[src/rtl/run_monitor.sv]
// run_monitor: sequences the core reset, then counts run cycles and retired
// instructions until the first of halt (self-loop), deadlock (retire stall)
// or timeout ends the run. Results stay frozen until the next reset.
module run_monitor #(
    parameter int unsigned PC_WIDTH     = 32,
    parameter int unsigned CNT_WIDTH    = 32,
    parameter int unsigned RESET_CYCLES = 2,
    parameter int unsigned MAX_CYCLES   = 5000,
    parameter int unsigned STALL_LIMIT  = 64,
    parameter int unsigned HALT_REPEAT  = 3
) (
    input  logic                 clk,
    input  logic                 reset,
    input  logic                 retire_valid,
    input  logic [PC_WIDTH-1:0]  retire_pc,
    output logic                 core_reset,
    output logic                 running,
    output logic                 done,
    output logic [1:0]           status,
    output logic [CNT_WIDTH-1:0] cycle_count,
    output logic [CNT_WIDTH-1:0] retire_count,
    output logic [PC_WIDTH-1:0]  last_pc
);

    typedef enum logic [1:0] {
        ST_HOLD = 2'd0,
        ST_RUN  = 2'd1,
        ST_DONE = 2'd2
    } state_e;

    typedef enum logic [1:0] {
        STS_NONE     = 2'b00,
        STS_HALT     = 2'b01,
        STS_DEADLOCK = 2'b10,
        STS_TIMEOUT  = 2'b11
    } status_e;

    localparam logic [CNT_WIDTH-1:0] HOLD_LAST   = CNT_WIDTH'(RESET_CYCLES - 1);
    localparam logic [CNT_WIDTH-1:0] CYCLE_LAST  = CNT_WIDTH'(MAX_CYCLES - 1);
    localparam logic [CNT_WIDTH-1:0] STALL_LAST  = CNT_WIDTH'(STALL_LIMIT - 1);
    localparam logic [CNT_WIDTH-1:0] REPEAT_LAST = CNT_WIDTH'(HALT_REPEAT - 1);

    state_e                 state_q;
    status_e                status_q;
    logic                   core_reset_q;
    logic                   running_q;
    logic                   done_q;
    logic [CNT_WIDTH-1:0]   cycle_count_q;
    logic [CNT_WIDTH-1:0]   retire_count_q;
    logic [PC_WIDTH-1:0]    last_pc_q;
    logic [CNT_WIDTH-1:0]   hold_cnt_q;
    logic [CNT_WIDTH-1:0]   stall_cnt_q;
    logic [CNT_WIDTH-1:0]   repeat_cnt_q;
    logic                   have_retire_q;

    logic                   pc_match_d;
    logic                   halt_d;
    logic                   deadlock_d;
    logic                   timeout_d;
    logic                   finish_d;
    status_e                status_d;

    // Termination detection on current-cycle values, halt > deadlock > timeout
    always_comb begin
        pc_match_d = have_retire_q && (retire_pc == last_pc_q);
        halt_d     = retire_valid && pc_match_d && (repeat_cnt_q == REPEAT_LAST);
        deadlock_d = !retire_valid && (stall_cnt_q == STALL_LAST);
        timeout_d  = (cycle_count_q == CYCLE_LAST);
        finish_d   = halt_d || deadlock_d || timeout_d;
        status_d   = STS_NONE;
        if (halt_d) begin
            status_d = STS_HALT;
        end else if (deadlock_d) begin
            status_d = STS_DEADLOCK;
        end else if (timeout_d) begin
            status_d = STS_TIMEOUT;
        end
    end

    // Run-control FSM with all counters and registered outputs
    always_ff @(posedge clk) begin
        if (reset) begin
            state_q        <= ST_HOLD;
            status_q       <= STS_NONE;
            core_reset_q   <= 1'b1;
            running_q      <= 1'b0;
            done_q         <= 1'b0;
            cycle_count_q  <= '0;
            retire_count_q <= '0;
            last_pc_q      <= '0;
            hold_cnt_q     <= '0;
            stall_cnt_q    <= '0;
            repeat_cnt_q   <= '0;
            have_retire_q  <= 1'b0;
        end else begin
            case (state_q)
                ST_HOLD: begin
                    hold_cnt_q <= hold_cnt_q + 1'b1;
                    if (hold_cnt_q == HOLD_LAST) begin
                        state_q      <= ST_RUN;
                        core_reset_q <= 1'b0;
                        running_q    <= 1'b1;
                    end
                end
                ST_RUN: begin
                    cycle_count_q <= cycle_count_q + 1'b1;
                    if (retire_valid) begin
                        if (retire_count_q != '1) begin
                            retire_count_q <= retire_count_q + 1'b1;
                        end
                        last_pc_q     <= retire_pc;
                        have_retire_q <= 1'b1;
                        stall_cnt_q   <= '0;
                        if (pc_match_d) begin
                            repeat_cnt_q <= repeat_cnt_q + 1'b1;
                        end else begin
                            repeat_cnt_q <= CNT_WIDTH'(1);
                        end
                    end else begin
                        stall_cnt_q <= stall_cnt_q + 1'b1;
                    end
                    if (finish_d) begin
                        state_q   <= ST_DONE;
                        done_q    <= 1'b1;
                        running_q <= 1'b0;
                        status_q  <= status_d;
                    end
                end
                default: begin
                    // DONE: everything frozen until reset
                end
            endcase
        end
    end

    assign core_reset   = core_reset_q;
    assign running      = running_q;
    assign done         = done_q;
    assign status       = status_q;
    assign cycle_count  = cycle_count_q;
    assign retire_count = retire_count_q;
    assign last_pc      = last_pc_q;

endmodule

[config.mk]
export PLATFORM = sky130hd
export DESIGN_NAME = run_monitor
export DESIGN_NICKNAME = d
export VERILOG_FILES = /design/src/rtl/run_monitor.sv
export SDC_FILE = /design/constraint.sdc
export NUM_CORES = 1
export LEC_CHECK = 0
export BUFFER_PORTS_ARGS = -buffer_cell sky130_fd_sc_hd__buf_2
export CORE_ASPECT_RATIO = 0.8
export CORE_MARGIN = 5
export CORE_UTILIZATION = 61
export CTS_CLUSTER_DIAMETER = 40
export DETAILED_ROUTE_END_ITERATION = 6
export GPL_TIMING_DRIVEN = 1
export PLACE_DENSITY = 0.85
export SLEW_MARGIN = 20
export SYNTH_ARGS = -nofsm -noshare
export SYNTH_HDL_FRONTEND = slang
export SYNTH_SLANG_ARGS = --single-unit
[constraint.sdc]
create_clock -name clk -period 4 [get_ports clk]
set_input_delay 0.6 -clock clk [delete_from_list [all_inputs] [get_ports clk]]
set_output_delay 0.6 -clock clk [all_outputs]
set_load 0.02 [all_outputs]
==> run_results.csv, run 1 <==
group,metric,value,unit
global_routing,grt_max_degree,51,
clock_network,ctsLongestPathBuffers,2,
routing,remaining_drc_errors,0,
finish,multi_input_area,4790,µm²
clock_network,post_cts_buffers,0,
logic_synthesis,synth_edf_count,0,
logic_synthesis,syn_inst,1078,
routing,ant_nets,0,
timing,rsz0062_at_grt,"no",
timing,hold_violations,0,
finish,drive_above_1_share,14.7,%
logic_synthesis,synth_fp_nets,1120,
worst_setup_path,r2r_end,"cycle_count[22]$_SDFFE_PP0P_",
place,gp_congestion,0.895,
global_routing,grtUsageMet2,36.2,%
clock_network,path_clk_slew,0.07,ns
hold_path,worstHoldPathCells,3,
timing,fin_skew,0.0104,ns
pwr,power.density,425,nW/µm²
die,die_w,146,µm
hold_path,holdCritStartpoint,"retire_pc[8]",
run,maxCapViolCount,0,
finish,final_nets,1242,
routing,vias,8016,
worst_setup_path,crit_chain,"nor2b_1 -> nand4_1 -> nor3_1 -> nand4_1 -> xor2_1 -> nor2_1",
worst_setup_path,worst_path_max_delay_cell,"nor2b_1",
timing,fin_hold_ws,0.416,ns
hold_path,min_path_type,"in -> reg",
global_routing,antenna_found_initial,0,
die,core,14300,µm²
place,post-place-cells,1365,
routing,avgRoutedWirePerCell,15.1,µm
finish,fin_cells,1397,
logic_synthesis,postSynthAreaPerCell,8.34,µm²
clock_network,clk_latency,0.44,ns
clock_network,post_cts_resize_count,0,
global_routing,grt_pass1_vias,7288,
worst_setup_path,r2r-start,"state_q[0]$_SDFFE_PP0P_",
die,ios,136,
logic_synthesis,syn_area,8990,µm²
timing,max_slew_margin,32.1,%
logic_synthesis,synth-seq-cells,199,
routing,drtIter0Drc,725,
worst_setup_path,start_kind,"register",
worst_setup_path,critPathRequiredTime,4.31,ns
timing,setup_viol,0,
logic_synthesis,ys_seq_area_share,44.3,%
clock_network,cts_num_sinks,199,
finish,seq_area,3980,µm²
die,start_util,62.7,%
logic_synthesis,synth_top_flop_cell,"dfxtp_1",
worst_setup_path,crit_path_max_incr_delay,0.70,ns
timing,finalSetupTns,0,ns
routing,vias_per_cell,5.74,
clock_network,root_buffer,"clkbuf_16",
worst_setup_path,end_kind,"register",
pwr,leakagePower,4.08,nW
timing,worstMarginPinSlew,1.01,ns
worst_setup_path,reg2reg_setup_slack,1.21,ns
global_routing,grtUsageTotal,24.2,%
die,die_h,119,µm
finish,syn_to_final_growth,15.7,%
pwr,peakVddDrop,0.384,mV
hold_path,min_delay_worst_endpoint,"last_pc[8]$_SDFFE_PP0P_",
die,rows,39,
finish,diodes,0,
timing,fmax,359,MHz
logic_synthesis,synth-async-reset-ratio,0,%
place,dp_hpwl,14.9,mm
worst_setup_path,critPathArrivalTime,3.10,ns
timing,slew_violations,0,
clock_network,cts_buffers,17,
global_routing,grtUsageMet3,6.92,%
die,dieArea,17300,µm²
logic_synthesis,yosysWarnings,0,
pwr,power,0.00442,W
clock_network,htreeDepth,4,
worst_setup_path,crit_top_cell,"nand4_1",
worst_setup_path,rr_worst_depth,6,
timing,period_share,69.7,%
global_routing,grt_busiest_layer,"met2",
global_routing,met1_usage,34.0,%
worst_setup_path,crit_path_max_fanout,10,
finish,fillCellCount,1067,
global_routing,grt_pass1_wl,35.6,mm
routing,drt-pass1-iter-count,7,
run_status,outcome,"completed",
clock_network,cts_tree,"built",
place,portBuffers,135,
logic_synthesis,synthDistinctLibCells,44,
timing,fin_crit,2.79,ns
worst_setup_path,path_class,"reg -> reg",
routing,wl,21.2,mm
global_routing,grt.overflow.total,0,
clock_network,cts_hold_buffers,0,
==> layer usage <==
layer / part of all wire [%] / vias up
met5: 0 / -
met4: 1.8 / 0
met3: 6.9 / 38
met2: 46 / 255
met1: 45 / 3766
li1: - / 3957
==> critical path: cells and delay by family (launching register included) <==
| kind | cells | cell delay (ns) |
|---|---|---|
| simple gates | 5 | 1.99 |
| flops | 1 | 0.50 |
| xor+xnor | 1 | 0.17 |
==> registers in the layout (all words and copies together), names as in the netlist <==
name,cells
have_retire_q,1
state_q,2
retire_count,32
done,1
hold_cnt_q,32
core_reset,1
cycle_count,32
repeat_cnt_q,32
last_pc,32
status,2
stall_cnt_q,32
==> cell usage after synthesis (2+ instances only) <==
cell type,count,area share (%)
dfxtp_1,199,44
nor2_1,167,7.0
nand2_1,136,5.7
xor2_1,115,11
nand3_1,61,3.4
a21oi_1,53,3.0
xnor2_1,49,4.8
nand4_1,48,3.3
clkbuf_1,35,1.5
nor4_1,34,2.4
nor3_1,30,1.7
and4_1,20,1.9
or3_1,19,1.3
and3_1,18,1.3
o21ai_0,18,1.0
inv_1,14,0.58
and2_1,7,0.49
ha_1,7,0.97
nor2b_1,6,0.42
nor4b_1,6,0.58
nand2b_1,5,0.35
a211oi_1,3,0.25
and3b_1,2,0.19
buf_6,2,0.25
mux2i_1,2,0.22
nor4bb_1,2,0.22
or4_1,2,0.17
or4_4,2,0.25
==> cell families after synthesis <==
family | count (synthesis) | share of synthesized area [%]
simple gates | 569 | 31.0
fa+ha+maj | 7 | 0.974
compound gates | 84 | 5.16
flops | 199 | 44.3
xor+xnor | 164 | 16.0
buf+inv | 53 | 2.39
mux | 2 | 0.223
==> layout make-up <==
cell class	count	area share, %
multi-input cells	826	46.1
flip-flops and latches	199	38.3
repair buffers	141	6.95
clock buffers	18	4.22
well taps	184	2.21
clock inverters	14	1.68
inverters	15	0.541
==> where the power goes <==
part           internal [W]  switching (W)  leakage (nW)
clock               0.00101       0.000770         0.286
combinational      0.000174       0.000342          2.19
sequential          0.00206      0.0000772          1.61
==> placed cells by master, fill, tap and decap left out, drive strengths merged, types with 2 or more instances in the layout <==
master,Yosys,routed
nand2,136,136
nor3,30,30
a21oi,53,53
and2,7,7
a211oi,3,3
and3,18,18
nor4,34,34
inv,15,17
bufinv,0,3
mux2i,2,2
dfxtp,199,199
and3b,2,2
nand3,61,61
nor2,167,167
xnor2,49,49
or4,4,4
nand4,48,48
clkinvlp,0,5
clkbuf,35,18
o21ai,18,18
xor2,115,115
and4,20,20
clkinv,0,4
ha,7,7
buf,3,141
nand2b,5,5
nor4b,6,6
or3,19,19
nor2b,6,6
nor4bb,2,2
==> through the flow <==
| stage | utilization [%] | cell area [µm²] | setup slack, ns |
|---|---|---|---|
| final | 72.5 | 10400 | 1.21 |
| after global routing | 72.5 | 10400 | 0.956 |
| after CTS | 72.5 | 10400 | 1.25 |
| after detailed placement | 68.2 | 9790 | 1.03 |
| after global placement | 68.2 | 9790 | 1.14 |
| after floorplan | - | 8990 | 1.50 |
==> worst max path at each step <==
stage	start	endpoint	slack, ns	cells past startpoint
floorplan	retire_pc[21]	repeat_cnt_q[21]$_SDFFE_PP0P_	1.50	8
global placement	retire_pc[21]	repeat_cnt_q[24]$_SDFFE_PP0P_	1.14	7
detailed placement	retire_pc[21]	repeat_cnt_q[11]$_SDFFE_PP0P_	1.03	7
CTS	state_q[0]$_SDFFE_PP0P_	cycle_count[22]$_SDFFE_PP0P_	1.25	6
global route	state_q[0]$_SDFFE_PP0P_	cycle_count[22]$_SDFFE_PP0P_	0.96	6
finish	state_q[0]$_SDFFE_PP0P_	cycle_count[22]$_SDFFE_PP0P_	1.21	6
Power figures use the tool's default switching activity.
==> inputs of run 2 (changes only) <==
Settings changed: ABC_AREA set to 1, CORE_UTILIZATION 61 to 60, PLACE_DENSITY 0.85 to 0.82.
Clock period 4 ns to 2.7 ns, I/O delays scaled along.
==> run 2 against run 1 <==
Global-route usage up 5.3 points. Clock skew grew 0.0031 ns. Final area up 30%. Clock power increased by 53%. Core utilization is 4.1 points lower. Sequential share of layout area is 8.8 points lower. Die area rose by 33%. Worst hold slack worse by 0.14 ns. Total power increased by 56%. Clock-buffer cell count up 2. Combinational power rose by 100%. Largest power group unchanged.
==> run_results.csv, run 2 <==
group,metric,value,unit
clock_network,cts_tree,"built",
timing,worst_slack,0.521,ns
die,die_w,168,µm
pwr,power.density,511,nW/µm²
place,post-place-cells,2350,
routing,ant_nets,0,
worst_setup_path,end_kind,"register",
finish,final_cell_mix,"nand2_1 (626), nor2_1 (314), inv_1 (239)",
logic_synthesis,postSynthAreaPerCell,6.05,µm²
clock_network,cts_hold_buffers,0,
clock_network,post_cts_resize_count,0,
timing,hold_violations,0,
worst_setup_path,critPathTopFamily,"simple AND/OR/NAND/NOR gates",
logic_synthesis,synthMuxAreaShare,0,%
worst_setup_path,crit_path_max_fanout,16,
timing,fin_skew,0.0135,ns
pwr,leakagePower,5.72,nW
logic_synthesis,synth_top_family_by_area,"simple AND/OR/NAND/NOR gates",
clock_network,htreeDepth,4,
timing,setup_viol,0,
run_status,outcome,"completed",
logic_synthesis,yosys.area_share.simple,43.2,%
worst_setup_path,start_kind,"register",
global_routing,antenna_found_initial,1,
place,gp_congestion,1.02,
die,dieArea,23000,µm²
worst_setup_path,crit_path_max_incr_delay,0.48,ns
die,rows,46,
timing,slew_violations,0,
worst_setup_path,crit_chain,"inv_2 -> nor2_4 -> nand2_2 -> nor3_2 -> nand3_1 -> nor2_1 -> nand2_1 -> o21ai_0 -> a21oi_1",
logic_synthesis,synth_area_leaders,"dfxtp_1 (33%), nand2_1 (20%), nor2_1 (9.8%)",
pwr,peakVddDrop,0.348,mV
logic_synthesis,synth_compound_area_share,9.79,%
finish,final_nets,2147,
global_routing,grt_pass1_vias,11500,
logic_synthesis,synth-seq-cells,199,
worst_setup_path,critPathArrivalTime,2.50,ns
die,die_h,137,µm
timing,fin_crit,2.18,ns
hold_path,min_path_type,"in -> reg",
routing,remaining_drc_errors,0,
worst_setup_path,critPathRequiredTime,3.02,ns
routing,avgRoutedWirePerCell,14.7,µm
logic_synthesis,synth_top_area_cell,"dfxtp_1",
die,core,19700,µm²
timing,max_slew_margin,38.1,%
logic_synthesis,synth_fp_nets,2027,
worst_setup_path,worst_path_max_delay_cell,"dfxtp_1",
logic_synthesis,yosys.area.top_type_share,33.1,%
place,dp_slack,0.513,ns
routing,wl,34.9,mm
global_routing,grtUsageTotal,29.5,%
logic_synthesis,synthDistinctLibCells,43,
routing,vias,13000,
logic_synthesis,synthAdderAreaFrac,0.729,%
clock_network,post_cts_buffers,0,
logic_synthesis,synthXorXnorAreaFrac,3.79,%
global_routing,grt_max_degree,82,
timing,rsz0062_at_grt,"no",
timing,fmax,459,MHz
routing,drt-pass1-iter-count,5,
timing,period_share,80.7,%
logic_synthesis,syn_inst,1985,
clock_network,cts_buffers,17,
die,start_util,60.9,%
finish,fin_cells,2382,
routing,drtIter0Drc,1349,
routing,vias_per_cell,5.44,
timing,worstMarginPinSlew,0.929,ns
finish,drive_above_1_share,10.3,%
worst_setup_path,path_buf_inv,1,
pwr,power,0.00690,W
clock_network,clk_latency,0.44,ns
logic_synthesis,syn_area,12000,µm²
clock_network,path_clk_slew,0.07,ns
clock_network,ctsLongestPathBuffers,2,
logic_synthesis,synth_edf_count,0,
worst_setup_path,path_class,"reg -> reg",
logic_synthesis,ys_seq_area_share,33.1,%
logic_synthesis,yosysWarnings,0,
clock_network,root_buffer,"clkbuf_16",
clock_network,cts_num_sinks,199,
logic_synthesis,synth.most_common_cell,"nand2_1",
place,dp_hpwl,26.2,mm
finish,layout_commonest_cell,"nand2_1",
logic_synthesis,synth_commonest_cells,"nand2_1 (626), nor2_1 (314), inv_1 (240)",
place,portBuffers,135,
logic_synthesis,synth-async-reset-ratio,0,%
run,maxCapViolCount,0,
die,ios,136,
finish,syn_to_final_growth,12.3,%
timing,finalSetupTns,0,ns
logic_synthesis,synth_top_flop_cell,"dfxtp_1",
global_routing,grt_pass1_wl,56.2,mm
global_routing,grt.overflow.total,0,
-- run 2: worst paths after layout --
check | startpoint | endpoint | slack (ns) | cells after the start
worst max-delay path | state_q[0]$_SDFFE_PP0P_ | cycle_count[19]$_SDFFE_PP0P_ | 0.52 | 9
worst min-delay path | retire_pc[6] | last_pc[6]$_SDFFE_PP0P_ | 0.28 | 3
worst max register to register | state_q[0]$_SDFFE_PP0P_ | cycle_count[19]$_SDFFE_PP0P_ | 0.52 | 9
worst min register to register | core_reset$_SDFFE_PP1P_ | core_reset$_SDFFE_PP1P_ | 0.47 | 2
-- run 2: cell families (layout without fill, tap and decap cells) --
group	after synthesis	after routing
flip-flops	199	199
other	0	1
buffers and inverters	289	421
XOR/XNOR	52	52
adder cells (fa/ha/maj)	7	7
AO/OA/AOI/OAI	228	228
AND/OR/NAND/NOR	1210	1210
-- run 2: final cells by class --
type	count	area [µm²]
Inverter	245	920
Clock buffer	20	437
Clock inverter	11	171
Timing Repair Buffer	145	751
Tap cell	264	330
Fill cell	1824	6240
Multi-Input combinational cell	1497	6910
Antenna cell	1	2.50
Sequential cell	199	3980
-- run 2: where the power goes --
group | switching, W | internal, W | total (W)
combinational | 0.000740 | 0.000287 | 0.00103
sequential | 0.000105 | 0.00304 | 0.00314
clock | 0.00117 | 0.00155 | 0.00273
-- run 2: layer usage --
metal / routed length (µm) / GRT usage (%)
met4: 738 / 7.62
met5: 0 / 0
met2: 15500 / 46.3
met3: 2820 / 7.51
met1: 15900 / 40.9
-- run 2: tightest hold or removal path: cells and delay by family --
| family | cells | cell delay, ns |
|---|---|---|
| AO/OA/AOI/OAI | 2 | 0.18 |
| buffers and inverters | 1 | 0.09 |
-- run 2: through the flow --
step / util, % / area (µm²) / hold WS, ns
final: 68.4 / 13500 / 0.275
after floorplan: - / 12000 / 0.450
after global placement: 65.3 / 12900 / 0.424
after detailed placement: 65.3 / 12900 / 0.427
after CTS: 68.4 / 13500 / 0.271
after global routing: 68.4 / 13500 / 0.281
